[src/rtl/param_seq_datapath_pkg.sv]
// param_seq_datapath_pkg: opcodes and FSM states shared by the sequenced datapath
package param_seq_datapath_pkg;

    localparam logic [2:0] OP_LOAD = 3'b000;
    localparam logic [2:0] OP_MOV  = 3'b001;
    localparam logic [2:0] OP_XOR  = 3'b010;
    localparam logic [2:0] OP_AND  = 3'b011;
    localparam logic [2:0] OP_SHL  = 3'b100;
    localparam logic [2:0] OP_ADD  = 3'b101;
    localparam logic [2:0] OP_NOT  = 3'b110;
    localparam logic [2:0] OP_NOP  = 3'b111;

    typedef enum logic [2:0] {
        LOAD = OP_LOAD,
        MOV  = OP_MOV,
        XOR  = OP_XOR,
        AND  = OP_AND,
        SHL  = OP_SHL,
        ADD  = OP_ADD,
        NOT  = OP_NOT,
        NOP  = OP_NOP
    } op_t;

    typedef enum logic [1:0] {IDLE, READ, EXEC, WB} state_t;

endpackage

[src/rtl/seq_dp_alu.sv]
// seq_dp_alu: combinational operation decode producing result and carry-out
module seq_dp_alu
    import param_seq_datapath_pkg::*;
#(
    parameter int WIDTH = 8
) (
    input  op_t              op,
    input  logic [WIDTH-1:0] a,
    input  logic [WIDTH-1:0] b,
    input  logic [WIDTH-1:0] imm,
    output logic [WIDTH-1:0] res,
    output logic             carry_out
);

    logic [WIDTH:0] sum;

    assign sum = {1'b0, a} + {1'b0, b};

    // Select the result; only SHL and ADD produce a carry, NOP yields a don't-care zero
    always_comb begin
        res       = '0;
        carry_out = 1'b0;
        case (op)
            LOAD: res = imm;
            MOV:  res = b;
            XOR:  res = a ^ b;
            AND:  res = a & b;
            SHL:  {carry_out, res} = {a, 1'b0};
            ADD:  {carry_out, res} = sum;
            NOT:  res = ~a;
            default: res = '0;
        endcase
    end

endmodule

[src/rtl/param_seq_datapath.sv]
// param_seq_datapath: register file with valid/ready commands run as read/execute/writeback
module param_seq_datapath
    import param_seq_datapath_pkg::*;
#(
    parameter int WIDTH = 8,
    parameter int NREGS = 4,
    parameter int RAW   = $clog2(NREGS)
) (
    input  logic             clk,
    input  logic             rst_n,
    input  logic             cmd_valid,
    output logic             cmd_ready,
    input  logic [2:0]       cmd_op,
    input  logic [RAW-1:0]   cmd_rd,
    input  logic [RAW-1:0]   cmd_rs,
    input  logic [WIDTH-1:0] cmd_imm,
    output logic             busy,
    output logic             done,
    output logic             zero,
    output logic             carry,
    output logic [WIDTH-1:0] out
);

    if (WIDTH < 2 || NREGS < 2 || (NREGS & (NREGS - 1)) != 0) begin : g_bad_params
        $error("param_seq_datapath: WIDTH must be >= 2 and NREGS a power of two >= 2");
    end

    state_t           state_q, state_d;
    op_t              op_q;
    logic [RAW-1:0]   rd_q, rs_q;
    logic [WIDTH-1:0] imm_q, tmp_q, b_q, res_q;
    logic             cnext_q, zero_q, carry_q, done_q;
    logic [WIDTH-1:0] regs_q [NREGS];
    logic [WIDTH-1:0] alu_res;
    logic             alu_carry;
    logic             accept;

    assign accept    = cmd_valid && state_q == IDLE;
    assign cmd_ready = state_q == IDLE;
    assign busy      = state_q != IDLE;
    assign done      = done_q;
    assign zero      = zero_q;
    assign carry     = carry_q;
    assign out       = regs_q[0];

    seq_dp_alu #(.WIDTH(WIDTH)) u_alu (
        .op        (op_q),
        .a         (tmp_q),
        .b         (b_q),
        .imm       (imm_q),
        .res       (alu_res),
        .carry_out (alu_carry)
    );

    // Sequencer: each accepted command walks READ, EXEC, WB and returns to IDLE
    always_comb begin
        state_d = state_q;
        case (state_q)
            IDLE:    state_d = accept ? READ : IDLE;
            READ:    state_d = EXEC;
            EXEC:    state_d = WB;
            default: state_d = IDLE;
        endcase
    end

    // State register
    always_ff @(posedge clk or negedge rst_n) begin
        if (!rst_n) state_q <= IDLE;
        else        state_q <= state_d;
    end

    // Datapath: capture command, read operands, execute, write back and publish flags
    always_ff @(posedge clk or negedge rst_n) begin
        if (!rst_n) begin
            op_q    <= NOP;
            rd_q    <= '0;
            rs_q    <= '0;
            imm_q   <= '0;
            tmp_q   <= '0;
            b_q     <= '0;
            res_q   <= '0;
            cnext_q <= 1'b0;
            zero_q  <= 1'b0;
            carry_q <= 1'b0;
            done_q  <= 1'b0;
            for (int i = 0; i < NREGS; i++) regs_q[i] <= '0;
        end else begin
            done_q <= state_q == WB;
            if (accept) begin
                op_q  <= op_t'(cmd_op);
                rd_q  <= cmd_rd;
                rs_q  <= cmd_rs;
                imm_q <= cmd_imm;
            end
            if (state_q == READ) begin
                tmp_q <= regs_q[rd_q];
                b_q   <= regs_q[rs_q];
            end
            if (state_q == EXEC) begin
                res_q   <= alu_res;
                cnext_q <= alu_carry;
            end
            if (state_q == WB && op_q != NOP) begin
                regs_q[rd_q] <= res_q;
                zero_q       <= res_q == '0;
                carry_q      <= cnext_q;
            end
        end
    end

endmodule
[config.mk]
export PLATFORM = sky130hd
export DESIGN_NAME = param_seq_datapath
export DESIGN_NICKNAME = d
export VERILOG_FILES = /design/src/rtl/param_seq_datapath_pkg.sv /design/src/rtl/seq_dp_alu.sv /design/src/rtl/param_seq_datapath.sv
export SDC_FILE = /design/constraint.sdc
export NUM_CORES = 1
export LEC_CHECK = 0
export CORE_ASPECT_RATIO = 0.6
export CORE_UTILIZATION = 63
export DETAILED_ROUTE_END_ITERATION = 8
export PLACE_DENSITY = 0.91
export SLEW_MARGIN = 20
export SYNTH_ARGS = -nofsm -noshare
export SYNTH_HDL_FRONTEND = slang
export SYNTH_SLANG_ARGS = --single-unit
[constraint.sdc]
create_clock -name clk -period 3.8 [get_ports clk]
set_input_delay 0.57 -clock clk [delete_from_list [all_inputs] [get_ports clk]]
set_output_delay 0.57 -clock clk [all_outputs]
set_load 0.005 [all_outputs]
==> Word level (Yosys, flattened, before mapping) <==
Cells that the tools add are included.
{ "classes": {"add_sub_neg": 1, "magnitude_cmp": 3, "n_eq_ne": 10, "mux": 13, "bitwise": 5, "n_reduce_logical": 7} }
{ "op_table": {"columns": ["op", "count"], "rows": [
  ["$pmux W8 S7", 1],
  ["$mux W8", 5],
  ["$bmux W8 S2", 2],
  ["$bwmux W32", 1],
  ["$demux W8 S2", 1],
  ["$add A8 B8 Y9", 1],
  ["$eq A3 B3 Y1 const B", 3],
  ["$and A8 B8 Y8", 1],
  ["$logic_not A8 Y1", 1],
  ["$not A8 Y8", 1],
  ["$xor A8 B8 Y8", 1],
  ["$eq A3 B2 Y1 const B", 2],
  ["$ge A3 B3 Y1 const B", 2],
  ["$not A2 Y3", 2],
  ["$pmux W2 S3", 1],
  ["$eq A2 B2 Y1 const B", 2],
  ["$eq A3 B1 Y1 const B", 1],
  ["$logic_and A1 B1 Y1", 3],
  ["$logic_not A3 Y1", 1],
  ["$lt A3 B1 Y1 const B", 1],
  ["$ne A3 B3 Y1 const B", 1],
  ["$eq A2 B1 Y1 const B", 1],
  ["$logic_not A2 Y1", 1],
  ["$pmux W1 S2", 1],
  ["other kinds (2)", 2]
]} }
{ "totals": {"regBits": 77, "input_bits": 18, "out_inout_bits": 13, "wordCells": 55} }

==> Logic depth before layout (Yosys ltp) <==
{ "depth": {"depth_word": 6, "depth_mapped": 8, "ltp_nobuf": 8} }

==> Hierarchy <==
A second synthesis with hierarchy kept.
{ "unflattened": {"cells_unflattened": 347, "area_unflattened_um2": 4285.4} }
{ "modules_own_cells": {"columns": ["mod", "n_inst", "cells_each", "area_each_um2", "seq_area_each_um2"], "rows": [
  ["param_seq_datapath", 1, 233, 3487.1, 1930.6],
  ["seq_dp_alu", 1, 114, 798.3, 0.0]
]} }

==> Least setup slack after synthesis <==
OpenSTA, ideal clock, no wires.
{ "synth_path": {"path_type": "register -> register", "startpoint": "reg tmp_q[0]", "endpoint": "reg cnext_q", "setup_ns": 0.077, "arrival_time_ns": 1.747, "t_required_ns": 3.723, "path_slack_ns": 1.976, "path_stages_with_launch": 9, "path_buffers": 0, "path_cell_list": "dfrtp_1 -> ha_1 -> inv_1 -> fa_1 -> nand2b_1 -> a211oi_1 -> o21a_1 -> o211ai_1 -> a21oi_1"} }
{ "synth_via": {"elab_chain_len": 2} }
{ "synth_rtl": {"columns": ["element", "line", "rtl"], "rows": [
  ["start, declared", "param_seq_datapath.sv:31", "logic [WIDTH-1:0] imm_q, tmp_q, b_q, res_q;"],
  ["start signal, assigned", "param_seq_datapath.sv:96", "tmp_q <= regs_q[rd_q];"],
  ["$add A8 B8 Y9", "seq_dp_alu.sv:17", "assign sum = {1'b0, a} + {1'b0, b};"],
  ["$pmux W1 S2", "seq_dp_alu.sv:23", "case (op)"],
  ["end signal, assigned", "param_seq_datapath.sv:101", "cnext_q <= alu_carry;"],
  ["end, declared", "param_seq_datapath.sv:32", "logic cnext_q, zero_q, carry_q, done_q;"]
]} }
Every way passes these cells.
A chain may end at the register's enable or synchronous reset.

==> Final worst setup path <==
{ "layout_path": {"startpoint": "reg state_q[0]", "endpoint": "out busy"} }
{ "layout_via": {"elab_chain_len": 1} }
{ "layout_rtl": {"columns": ["element", "line", "rtl"], "rows": [
  ["start, declared", "param_seq_datapath.sv:28", "state_t state_q, state_d;"],
  ["start signal, assigned", "param_seq_datapath.sv:69", "else state_q <= state_d;"],
  ["$reduce_bool A2 Y1", "param_seq_datapath.sv:40", "assign busy = state_q != IDLE;"],
  ["end, declared", "param_seq_datapath.sv:17", "output logic busy,"]
]} }
Every way passes these cells.

==> flow_metrics.py <==
metrics = {
    "final_layout": {
        "drive_gt1_share_pct": 29.5,
        "final.fill_count": 442,
        "nets": 382,
        "stdcell_count": 440,
        "syn2layout_area_growth_pct": 9.97,
        "n_antenna_cell": 0,
    },
    "yosys": {
        "synth_edf_count": 0,
        "synth_top_area_share_pct": 43.8,
        "netlist_top_cells_count": "dfrtp_1, mux2_2, nand2_1",
        "ys_warn_count": 0,
        "synth-async-reset-ratio_pct": 100,
        "ys.flop_type": "dfrtp_1",
        "yosys.cell_types.count": 52,
        "ys_seq_area_share_pct": 45.7,
        "synth.most_common_cell": "dfrtp_1",
        "netlist_area_um2": 4230,
        "syn_area_per_cell_um2": 12.6,
        "synth.ff_latch_count": 77,
        "syn_nets": 366,
        "synth.area.top_cells": "dfrtp_1, mux2_2, mux4_2",
        "yosysTopAreaCell": "dfrtp_1",
        "syn_inst": 335,
    },
    "clocking": {
        "clk_pin_slew_ns": 0.08,
        "clock_latency_ns": 0.36,
        "cts.path.max_buffers": 2,
        "cts_resized": 0,
        "cts_hold_buf": 0,
        "numCtsBuffers": 9,
        "cts_setup_buffers": 0,
        "cts_sinks": 77,
        "h-tree-depth": 3,
        "cts_tree": "built",
        "cts_root_buffer": "clkbuf_8",
    },
    "power": {
        "power_density_nw_per_um2": 899,
        "seqPwrFrac_pct": 42.0,
        "intPower_uw": 2550,
        "p_leak_uw": 0.00203,
        "peakVddDrop_uv": 498,
        "p_sw_share_pct": 38.9,
        "p_sw_uw": 1630,
        "pwr-share-comb_pct": 43.4,
        "clockPowerShare_pct": 14.6,
    },
    "detailed_routing": {
        "wl_per_cell_um": 21.2,
        "post_drt_via_cell_ratio": 6.38,
        "drtPass1Iterations": 6,
        "num_vias": 2807,
        "drt_iter0_drc": 196,
        "ant_nets": 0,
        "route.detailed.drc": 0,
        "wl_um": 9350,
    },
    "timing": {
        "setup_viol": 0,
        "clock.fmax_mhz": 455,
        "hold_viol_final": 0,
        "maxSlewViolCount": 0,
        "slew_headroom_pct": 38.1,
        "rsz0062_at_grt": "no",
        "clock_skew_ns": 0.00845,
        "tightestPinTransition_ns": 0.928,
        "period_share_pct": 57.8,
        "whs_ns": 0.348,
        "setup_tns_ns": 0,
        "min_period_ns": 2.20,
    },
    "grt": {
        "gr-usage-all-layers_pct": 30.4,
        "grt_overflow_total": 0,
        "antenna_found_initial": 0,
        "first_global_vias": 2838,
        "grt_max_degree": 78,
        "grt_pass1_wl_um": 15400,
    },
    "floorplanning": {
        "fp.dieH_um": 65.5,
        "dieWidth_um": 108,
        "rows": 22,
        "initial_core_util_pct": 67.1,
        "ios": 31,
        "dieArea_um2": 7050,
        "coreArea_um2": 6300,
    },
    "critical_path": {
        "critPathMaxFanout": 4,
        "start_kind": "register",
        "crit_type": "reg2out",
        "r2r_cells": 8,
        "cp-end-kind": "output pin",
        "arrival_ns": 1.63,
        "crit_required_ns": 3.23,
    },
    "place": {
        "placed_cells": 424,
        "dp_hpwl_um": 6760,
        "gp_congestion": 0.907,
        "port_buffers": 30,
    },
    "worst_hold_path": {
        "min_path_type": "in2async",
    },
    "job": {
        "maxCapViolCount": 0,
    },
    "run_status": {
        "outcome": "finished clean",
    },
}
==> cells by family after synthesis <==
logic type	synth area share, %
simple gates	7.64
xor+xnor	0.829
mux	27.6
flops	45.7
buf+inv	5.06
compound gates	9.20
fa+ha+maj	4.02
==> state kept, by name, summed over array words and instances (netlist names) <==
name and cells:
tmp_q 8, state_q 2, res_q 8, imm_q 8
cnext_q 1, rs_q 2, carry 1, rd_q 2
done 1, zero 1, b_q 8, regs_q 24
op_q 3, out 8
==> layer usage <==
layer / share of wire (%) / up-vias / global-route usage, % / routed length, um
met3: 6.2 / 15 / 8.33 / 584
met2: 46 / 100 / 46.4 / 4290
met5: 0 / - / 0 / 0
met1: 46 / 1425 / 43.8 / 4320
met4: 1.6 / 0 / 6.51 / 152
li1: - / 1267 / - / -
==> path summary, 6_finish.rpt <==
| kind | to | slack, ns | start |
|---|---|---|---|
| worst min register to register | imm_q[5]$_DFFE_PN0P_ | 0.51 | imm_q[5]$_DFFE_PN0P_ |
| worst max register to register | cnext_q$_DFFE_PN0N_ | 1.68 | tmp_q[0]$_DFFE_PN0N_ |
| worst min-delay path | out[5]$_DFFE_PN0P_ | 0.35 | rst_n |
| worst max-delay path | busy | 1.60 | state_q[0]$_DFF_PN0_ |
| max in group asynchronous | imm_q[1]$_DFFE_PN0P_ | 2.85 | rst_n |
| min in group clk | imm_q[5]$_DFFE_PN0P_ | 0.51 | imm_q[5]$_DFFE_PN0P_ |
==> power groups by stage <==
stage	clock network [uW]	registers [uW]	logic [uW]
6_report	609	1750	1810
5_1_grt	652	1810	1970
4_1_cts	617	1740	1810
3_5_place_dp	0	1760	1790
3_3_place_gp	0	1710	1700
2_1_floorplan	0	1410	1630
==> worst max-delay path: stages (launching register included) <==
cell and delay, ns:
dfrtp_1 0.40, inv_1 0.08, ha_1 0.24, inv_1 0.06, clkdlybuf4s50_1 0.49
==> cell usage in the layout (no fill, tap or decap), types with 2 or more instances in the layout <==
cell             count
nor3_1               3
ha_1                12
o211ai_1             3
mux4_2              13
nand2_1             19
dfrtp_1             74
o21ai_0             16
o22ai_1              5
dfstp_2              3
o21ai_1              3
nand3_1              3
mux2i_1              7
a22o_1               3
clkbuf_8            10
nor2_1              12
a22oi_1              6
o2bb2ai_1            2
nor4_1               2
mux4_1               3
a221oi_1             2
and2_1               2
nor2b_1              3
a21oi_1             11
mux2_2              63
nand2_2              2
clkinv_2             4
clkdlybuf4s50_1     29
xor2_1               3
a211oi_1             3
inv_1               11
==> per-stage QoR <==
stage / total power [uW] / cell area [um2] / util (%) / setup WS (ns)
2_1_floorplan: 3050 / 4230 / - / 1.98
3_3_place_gp: 3410 / 4460 / 70.7 / 1.79
3_5_place_dp: 3550 / 4460 / 70.7 / 1.74
4_1_cts: 4170 / 4650 / 73.8 / 1.58
5_1_grt: 4440 / 4650 / 73.8 / 1.53
6_report: 4180 / 4650 / 73.8 / 1.60
==> layout make-up <==
cell class / count / area [um2] / area share [%]
multi-input cells: 222 / 2080 / 44.8
flip-flops and latches: 77 / 1930 / 41.5
repair buffers: 30 / 298 / 6.40
clock buffers: 11 / 141 / 3.04
well taps: 84 / 105 / 2.26
clock inverters: 5 / 50.0 / 1.08
inverters: 11 / 41.3 / 0.888
Note: power is estimated with default switching activity, not from simulation.
